===== src/rtl/ddr_pkg.sv =====
// Shared definitions for the DDR burst datapath: FSM state encoding,
// counter width and helpers that locate a beat inside a packed burst word.
package ddr_pkg;

  typedef enum logic [2:0] {
    IDLE     = 3'd0,
    WR_LAT   = 3'd1,
    WR_BURST = 3'd2,
    RD_LAT   = 3'd3,
    RD_BURST = 3'd4
  } state_t;

  // Wide enough for the longest latency phase (RL up to 15) and BL/2 up to 8.
  localparam int CNT_W = 4;

  // Top bit index of beat n in a word of bl beats, each w bits wide.
  // Beat 0 sits in the MSBs.
  function automatic int beat_hi(input int w, input int bl, input int n);
    return w * (bl - n) - 1;
  endfunction

  // Bottom bit index of beat n, same packing as beat_hi.
  function automatic int beat_lo(input int w, input int bl, input int n);
    return w * (bl - n - 1);
  endfunction

endpackage


===== src/rtl/ddr_burst_datapath_beat_sel.sv =====
// ddr_beat_sel: combinational mux picking beat pair k (beats 2k and 2k+1)
// out of a packed burst word. The write path uses one for DQ and, when
// masks are enabled, another for DM.
module ddr_beat_sel
  import ddr_pkg::*;
#(
  parameter int BEAT_W = 16,
  parameter int BL     = 8
) (
  input  logic [BEAT_W*BL-1:0] word,
  input  logic [CNT_W-1:0]     pair,
  output logic [BEAT_W-1:0]    rise,
  output logic [BEAT_W-1:0]    fall
);

  // Select the even beat for the rising edge and the odd beat for the falling edge.
  always_comb begin
    rise = '0;
    fall = '0;
    for (int k = 0; k < BL / 2; k++) begin
      if (pair == CNT_W'(k)) begin
        rise = word[beat_hi(BEAT_W, BL, 2 * k) -: BEAT_W];
        fall = word[beat_hi(BEAT_W, BL, 2 * k + 1) -: BEAT_W];
      end
    end
  end

endmodule


===== src/rtl/ddr_burst_datapath.sv =====
// ddr_burst_datapath: command FSM plus write serialiser and read assembler
// for a DDR-style burst interface. All DQ/DQS/DM outputs are registered.
// Optional feature: define DDR_DM_EN to drive per-beat byte masks on
// dm_rise_o/dm_fall_o; without it the mask input is ignored and no mask
// register exists.
module ddr_burst_datapath
  import ddr_pkg::*;
#(
  parameter int DQ_W = 16,
  parameter int BL   = 8,
  parameter int WL   = 1,
  parameter int RL   = 3
) (
  input  logic                   clk,
  input  logic                   rst_n,
  input  logic                   cmd_valid,
  input  logic                   cmd_we,
  output logic                   cmd_ready,
  input  logic [DQ_W*BL-1:0]     wr_data,
  input  logic [DQ_W/8*BL-1:0]   wr_mask,
  output logic [DQ_W-1:0]        dq_rise_o,
  output logic [DQ_W-1:0]        dq_fall_o,
  output logic [DQ_W/8-1:0]      dm_rise_o,
  output logic [DQ_W/8-1:0]      dm_fall_o,
  output logic                   dq_oe,
  output logic                   dqs_oe,
  input  logic [DQ_W-1:0]        dq_rise_i,
  input  logic [DQ_W-1:0]        dq_fall_i,
  output logic [DQ_W*BL-1:0]     rd_data,
  output logic                   rd_valid
);

  localparam int WORD_W = DQ_W * BL;
  localparam int MB     = DQ_W / 8;

  localparam logic [CNT_W-1:0] WL_LAST    = CNT_W'(WL - 1);
  localparam logic [CNT_W-1:0] RL_LAST    = CNT_W'(RL - 1);
  localparam logic [CNT_W-1:0] BURST_LAST = CNT_W'(BL / 2 - 1);

  state_t             state;
  state_t             next_state;
  logic [CNT_W-1:0]   cnt;
  logic [CNT_W-1:0]   next_cnt;
  logic               accept;
  logic               last_rd_beat;

  logic [WORD_W-1:0]  wr_word;
  logic [DQ_W-1:0]    sel_rise;
  logic [DQ_W-1:0]    sel_fall;

  logic [WORD_W-1:0]  asm_reg;
  logic [WORD_W-1:0]  asm_next;

  assign cmd_ready    = (state == IDLE);
  assign accept       = cmd_valid && cmd_ready;
  assign last_rd_beat = (state == RD_BURST) && (cnt == BURST_LAST);

  // State and phase counter register.
  always_ff @(posedge clk or negedge rst_n) begin
    if (!rst_n) begin
      state <= IDLE;
      cnt   <= '0;
    end else begin
      state <= next_state;
      cnt   <= next_cnt;
    end
  end

  // Next-state logic: each phase runs its counter to a fixed last value.
  always_comb begin
    next_state = state;
    next_cnt   = cnt;
    case (state)
      IDLE: begin
        if (cmd_valid) begin
          next_state = cmd_we ? WR_LAT : RD_LAT;
          next_cnt   = '0;
        end
      end
      WR_LAT: begin
        if (cnt == WL_LAST) begin
          next_state = WR_BURST;
          next_cnt   = '0;
        end else begin
          next_cnt = cnt + 1'b1;
        end
      end
      WR_BURST: begin
        if (cnt == BURST_LAST) begin
          next_state = IDLE;
          next_cnt   = '0;
        end else begin
          next_cnt = cnt + 1'b1;
        end
      end
      RD_LAT: begin
        if (cnt == RL_LAST) begin
          next_state = RD_BURST;
          next_cnt   = '0;
        end else begin
          next_cnt = cnt + 1'b1;
        end
      end
      RD_BURST: begin
        if (cnt == BURST_LAST) begin
          next_state = IDLE;
          next_cnt   = '0;
        end else begin
          next_cnt = cnt + 1'b1;
        end
      end
      default: begin
        next_state = IDLE;
        next_cnt   = '0;
      end
    endcase
  end

  // Latch the write word only on an accepted write, so busy-time traffic cannot disturb it.
  always_ff @(posedge clk or negedge rst_n) begin
    if (!rst_n) begin
      wr_word <= '0;
    end else if (accept && cmd_we) begin
      wr_word <= wr_data;
    end
  end

  // The mux is indexed by the next counter value so the registered outputs line up with the burst cycle.
  ddr_beat_sel #(
    .BEAT_W (DQ_W),
    .BL     (BL)
  ) u_dq_sel (
    .word (wr_word),
    .pair (next_cnt),
    .rise (sel_rise),
    .fall (sel_fall)
  );

  // Registered DQ launch and drive enables; DQS gets one preamble cycle ahead of DQ.
  always_ff @(posedge clk or negedge rst_n) begin
    if (!rst_n) begin
      dq_oe     <= 1'b0;
      dqs_oe    <= 1'b0;
      dq_rise_o <= '0;
      dq_fall_o <= '0;
    end else begin
      dq_oe  <= (next_state == WR_BURST);
      dqs_oe <= (next_state == WR_BURST) ||
                ((next_state == WR_LAT) && (next_cnt == WL_LAST));
      if (next_state == WR_BURST) begin
        dq_rise_o <= sel_rise;
        dq_fall_o <= sel_fall;
      end else begin
        dq_rise_o <= '0;
        dq_fall_o <= '0;
      end
    end
  end

`ifdef DDR_DM_EN
  logic [MB*BL-1:0] mask_word;
  logic [MB-1:0]    mask_rise;
  logic [MB-1:0]    mask_fall;

  // Mask word is captured alongside the write data.
  always_ff @(posedge clk or negedge rst_n) begin
    if (!rst_n) begin
      mask_word <= '0;
    end else if (accept && cmd_we) begin
      mask_word <= wr_mask;
    end
  end

  ddr_beat_sel #(
    .BEAT_W (MB),
    .BL     (BL)
  ) u_dm_sel (
    .word (mask_word),
    .pair (next_cnt),
    .rise (mask_rise),
    .fall (mask_fall)
  );

  // Mask beats follow exactly the same timing as the DQ beats.
  always_ff @(posedge clk or negedge rst_n) begin
    if (!rst_n) begin
      dm_rise_o <= '0;
      dm_fall_o <= '0;
    end else if (next_state == WR_BURST) begin
      dm_rise_o <= mask_rise;
      dm_fall_o <= mask_fall;
    end else begin
      dm_rise_o <= '0;
      dm_fall_o <= '0;
    end
  end
`else
  logic unused_mask;

  assign unused_mask = ^wr_mask;
  assign dm_rise_o   = '0;
  assign dm_fall_o   = '0;
`endif

  // Drop the captured beat pair for the current burst cycle into its slot.
  always_comb begin
    asm_next = asm_reg;
    for (int k = 0; k < BL / 2; k++) begin
      if (cnt == CNT_W'(k)) begin
        asm_next[beat_hi(DQ_W, BL, 2 * k) -: DQ_W]     = dq_rise_i;
        asm_next[beat_hi(DQ_W, BL, 2 * k + 1) -: DQ_W] = dq_fall_i;
      end
    end
  end

  // Read assembly; the full word is published with a one-cycle valid pulse after the last beat.
  always_ff @(posedge clk or negedge rst_n) begin
    if (!rst_n) begin
      asm_reg  <= '0;
      rd_data  <= '0;
      rd_valid <= 1'b0;
    end else begin
      rd_valid <= last_rd_beat;
      if (state == RD_BURST) begin
        asm_reg <= asm_next;
      end
      if (last_rd_beat) begin
        rd_data <= asm_next;
      end
    end
  end

endmodule

===== config.mk =====
export PLATFORM = sky130hd
export DESIGN_NAME = ddr_burst_datapath
export DESIGN_NICKNAME = d
export VERILOG_FILES = /design/src/rtl/ddr_pkg.sv /design/src/rtl/ddr_burst_datapath_beat_sel.sv /design/src/rtl/ddr_burst_datapath.sv
export SDC_FILE = /design/constraint.sdc
export NUM_CORES = 1
export LEC_CHECK = 0
export ABC_AREA = 0
export CAP_MARGIN = 20
export CORE_ASPECT_RATIO = 0.5
export CORE_MARGIN = 2
export CORE_UTILIZATION = 55
export DETAILED_ROUTE_END_ITERATION = 12
export PLACE_DENSITY_LB_ADDON = 0.25
export SLEW_MARGIN = 10
export SYNTH_ARGS = -nofsm -noshare
export SYNTH_HDL_FRONTEND = slang
export SYNTH_SLANG_ARGS = --single-unit

===== constraint.sdc =====
create_clock -name clk -period 5.06 [get_ports clk]
set_input_delay 1.012 -clock clk [delete_from_list [all_inputs] [get_ports clk]]
set_output_delay 1.012 -clock clk [all_outputs]
set_load 0.05 [all_outputs]

==> qor.csv <==
metric,value,unit
vias per std cell,5.51,
CP required,5430,ps
area of the multi-input gates,0.00630,mm²
status,finished clean,
Clock transition at path regs,70,ps
Syn Area/Cell,13.6,µm²
area of the core,0.0293,mm²
DRC,0,
CP Capture Type,flop,
Pwr per Cell Area,636,mW/mm²
reg2reg setup slack,1570,ps
slew margin rel.,34.3,%
Met1 Routed Length,16200,µm
total CTS buffers,35,
Initial Util,56.4,%
Syn Inst Count,1215,
total setup buffers inserted after CTS,0,
TritonRoute pass-1 iters,4,
post-CTS sizing,0,
crit path launch type,flop,
Simple-Gate Fraction of Synth Area,8.47,%
hold buffer count at cts,0,
Max VDD drop,0.356,mV
Root Driver,clkbuf_16,
fill count,1973,
crit share post-route,69.0,%
largest family of logic cells by synthesized area,multiplexers,
Die Ht,127,µm
"Seq/Total Area, Yosys",59.7,%
Yosys top cell area share,59.7,%
P_leak,8.80,nW
Top Layer Used,met4,
Die W,249,µm
sequential cell area,0.00986,mm²
adder-cell share of the synthesized area,0.303,%
Slew @ Worst Pin,981,ps
"EDFF count, synth",0,
maxcap violations,0,
Setup TNS Final,0,ps
worst-skew pair later-pin latency,520,ps
"area leader, netlist",dfrtp_1,
worst clock skew,11.9,ps
fin. max-slew vios,0,
CP max-delay cell,o31ai_4,
Synth Area in Compound Gates,3.59,%
"slowest stage delay, CP",740,ps
Hold Path Class,primary input to async pin,
htree depth,2,
Final #Nets,1698,
GR Util All Layers,25.3,%
endpoints failing hold,0,
antenna-violating nets left,0,
launching point of the worst reg2reg path,cnt[0],
IO Pins,348,
Yosys cell types,43,
largest cells by area after synthesis,"dfrtp_1 (60%), mux2_2 (15%), mux2i_1 (5.8%), mux4_2 (4.4%), a21oi_1 (2.9%)",
synth warn,0,
register bit total from synthesis,394,
pin count of the biggest net entering global routing,139,
antenna violations before repair,1,
DRT Wirelength,39000,µm
grt ovf,0,
met3 wire length,1650,µm
Sink Count,394,
Synth Area in XOR/XNOR,0.0530,%
Post-Synthesis Cell Area,0.0165,mm²
"FFs w/ async S/R, synth",100,%
DR WL/cell,20.2,µm
die area,0.0315,mm²
initial DRC count,495,
number of global-route vias before repair,11541,
post-synthesis mux area share,25.4,%
Period minus WS final,3490,ps
hold slack,450,ps
Critical Path Fanout Max,23,
critical path type,flop to flop,
post-DP HPWL,25500,µm
synthesis-to-finish area growth,28.6,%
routability cong.,0.826,
via count,10625,
R2R depth,7,
first-pass GRT wire length,62900,µm
CTS tree,yes,
reg-to-reg endpoint,dq_fall_o[13],
std cell rows,44,
Port Buffers,327,
share of layout cells above drive strength 1,24.3,%
Post-synth top flop,dfrtp_1,
critical-path cell list,"ha_1, nor3b_2, o32ai_2, o31ai_4, buf_4, mux4_2, nor4b_2",
fmax,286,MHz
Worst EP arrival,3860,ps
final setup fails,0,
met2 routed WL,20000,µm
Max clock buf depth,3,
RSZ-0062 raised after global routing,no,
[worst max-delay path, delay by kind of cell (launching register included)]
| family | cells | cell delay (ps) |
|---|---|---|
| compound gates | 2 | 930 |
| simple gates | 2 | 500 |
| mux | 1 | 580 |
| fa+ha+maj | 1 | 250 |
| flops | 1 | 480 |
| buf+inv | 1 | 570 |
[layout by cell type, fill, tap and decap left out, types with 2 or more instances in the layout]
master	instances
ha_1	4
mux2i_1	96
buf_12	2
buf_4	17
nor4b_1	3
nand3_1	3
inv_6	2
nand2_1	103
bufinv_16	2
mux4_2	32
nor2b_1	2
clkinv_2	6
nor2_1	102
mux2_2	224
dfrtp_1	394
nand2_2	4
clkbuf_8	9
clkbuf_16	35
nor3b_2	3
o22ai_1	2
nor4b_2	29
clkbuf_1	6
clkdlybuf4s50_1	326
inv_1	5
a21oi_1	97
and2_1	2
conb_1	4
[where the power goes]
group | internal [mW] | total [mW] | switching, mW
sequential | 4.37 | 5.01 | 0.637
clock | 1.51 | 2.67 | 1.16
combinational | 2.76 | 5.86 | 3.09
[synth_stat cells (2+ instances only)]
library cell,instances
buf_2,9
dfrtp_1,394
and2_1,3
nand3_1,4
ha_1,4
mux2_2,224
o22ai_1,2
mux2i_1,96
inv_1,5
clkbuf_1,52
buf_4,7
nor4b_2,29
nor4b_1,3
nor3b_1,2
mux4_2,32
nor2b_1,2
a21oi_1,97
buf_1,16
nand2_1,107
buf_6,3
nor2_1,102
[per-stage QoR]
stage / cells / cell area (µm²) / power (mW) / worst slack, ps / utilization (%)
after CTS: 1928 / 21300 / 13.6 / 1480 / 72.6
final: 1929 / 21300 / 13.5 / 1570 / 72.6
after detailed placement: 1868 / 20100 / 10.9 / 1330 / 68.7
after global routing: 1929 / 21300 / 14.3 / 1270 / 72.6
after floorplan: 1218 / 16500 / 9.24 / 2180 / -
after global placement: 1868 / 20100 / 10.7 / 1380 / 68.7
[area by class of cell]
type | instances | share of cell area (%)
Multi-Input combinational cell | 731 | 29.7
Clock buffer | 50 | 4.81
Timing Repair Buffer | 346 | 16.2
Antenna cell | 1 | 0.0118
Sequential cell | 394 | 46.4
Inverter | 6 | 0.129
Tap cell | 391 | 2.30
Clock inverter | 10 | 0.506
[routing by layer]
layer,vias up,GRT usage (%)
met2,228,44.8
met4,0,7.97
met1,5464,31.9
met5,-,0
li1,4854,-
met3,79,4.76
[worst max-delay path by stage]
stage	start	end	slack, ps	cells after the start
after floorplan	state[0]	dq_fall_o[10]	2180	7
after global placement	cmd_valid	dq_fall_o[3]	1380	7
after detailed placement	cmd_valid	dq_rise_o[13]	1330	7
after CTS	cnt[0]	dq_fall_o[13]	1480	7
after global routing	cnt[0]	dq_fall_o[13]	1270	8
final	cnt[0]	dq_fall_o[13]	1570	7
[cells by family after synthesis]
family,Yosys count
AO/OA/AOI/OAI,108
adder cells (fa/ha/maj),4
AND/OR/NAND/NOR,262
XOR/XNOR,1
multiplexers,352
other,1
flip-flops,394
buffers and inverters,93
Power figures use the tool's default switching activity.
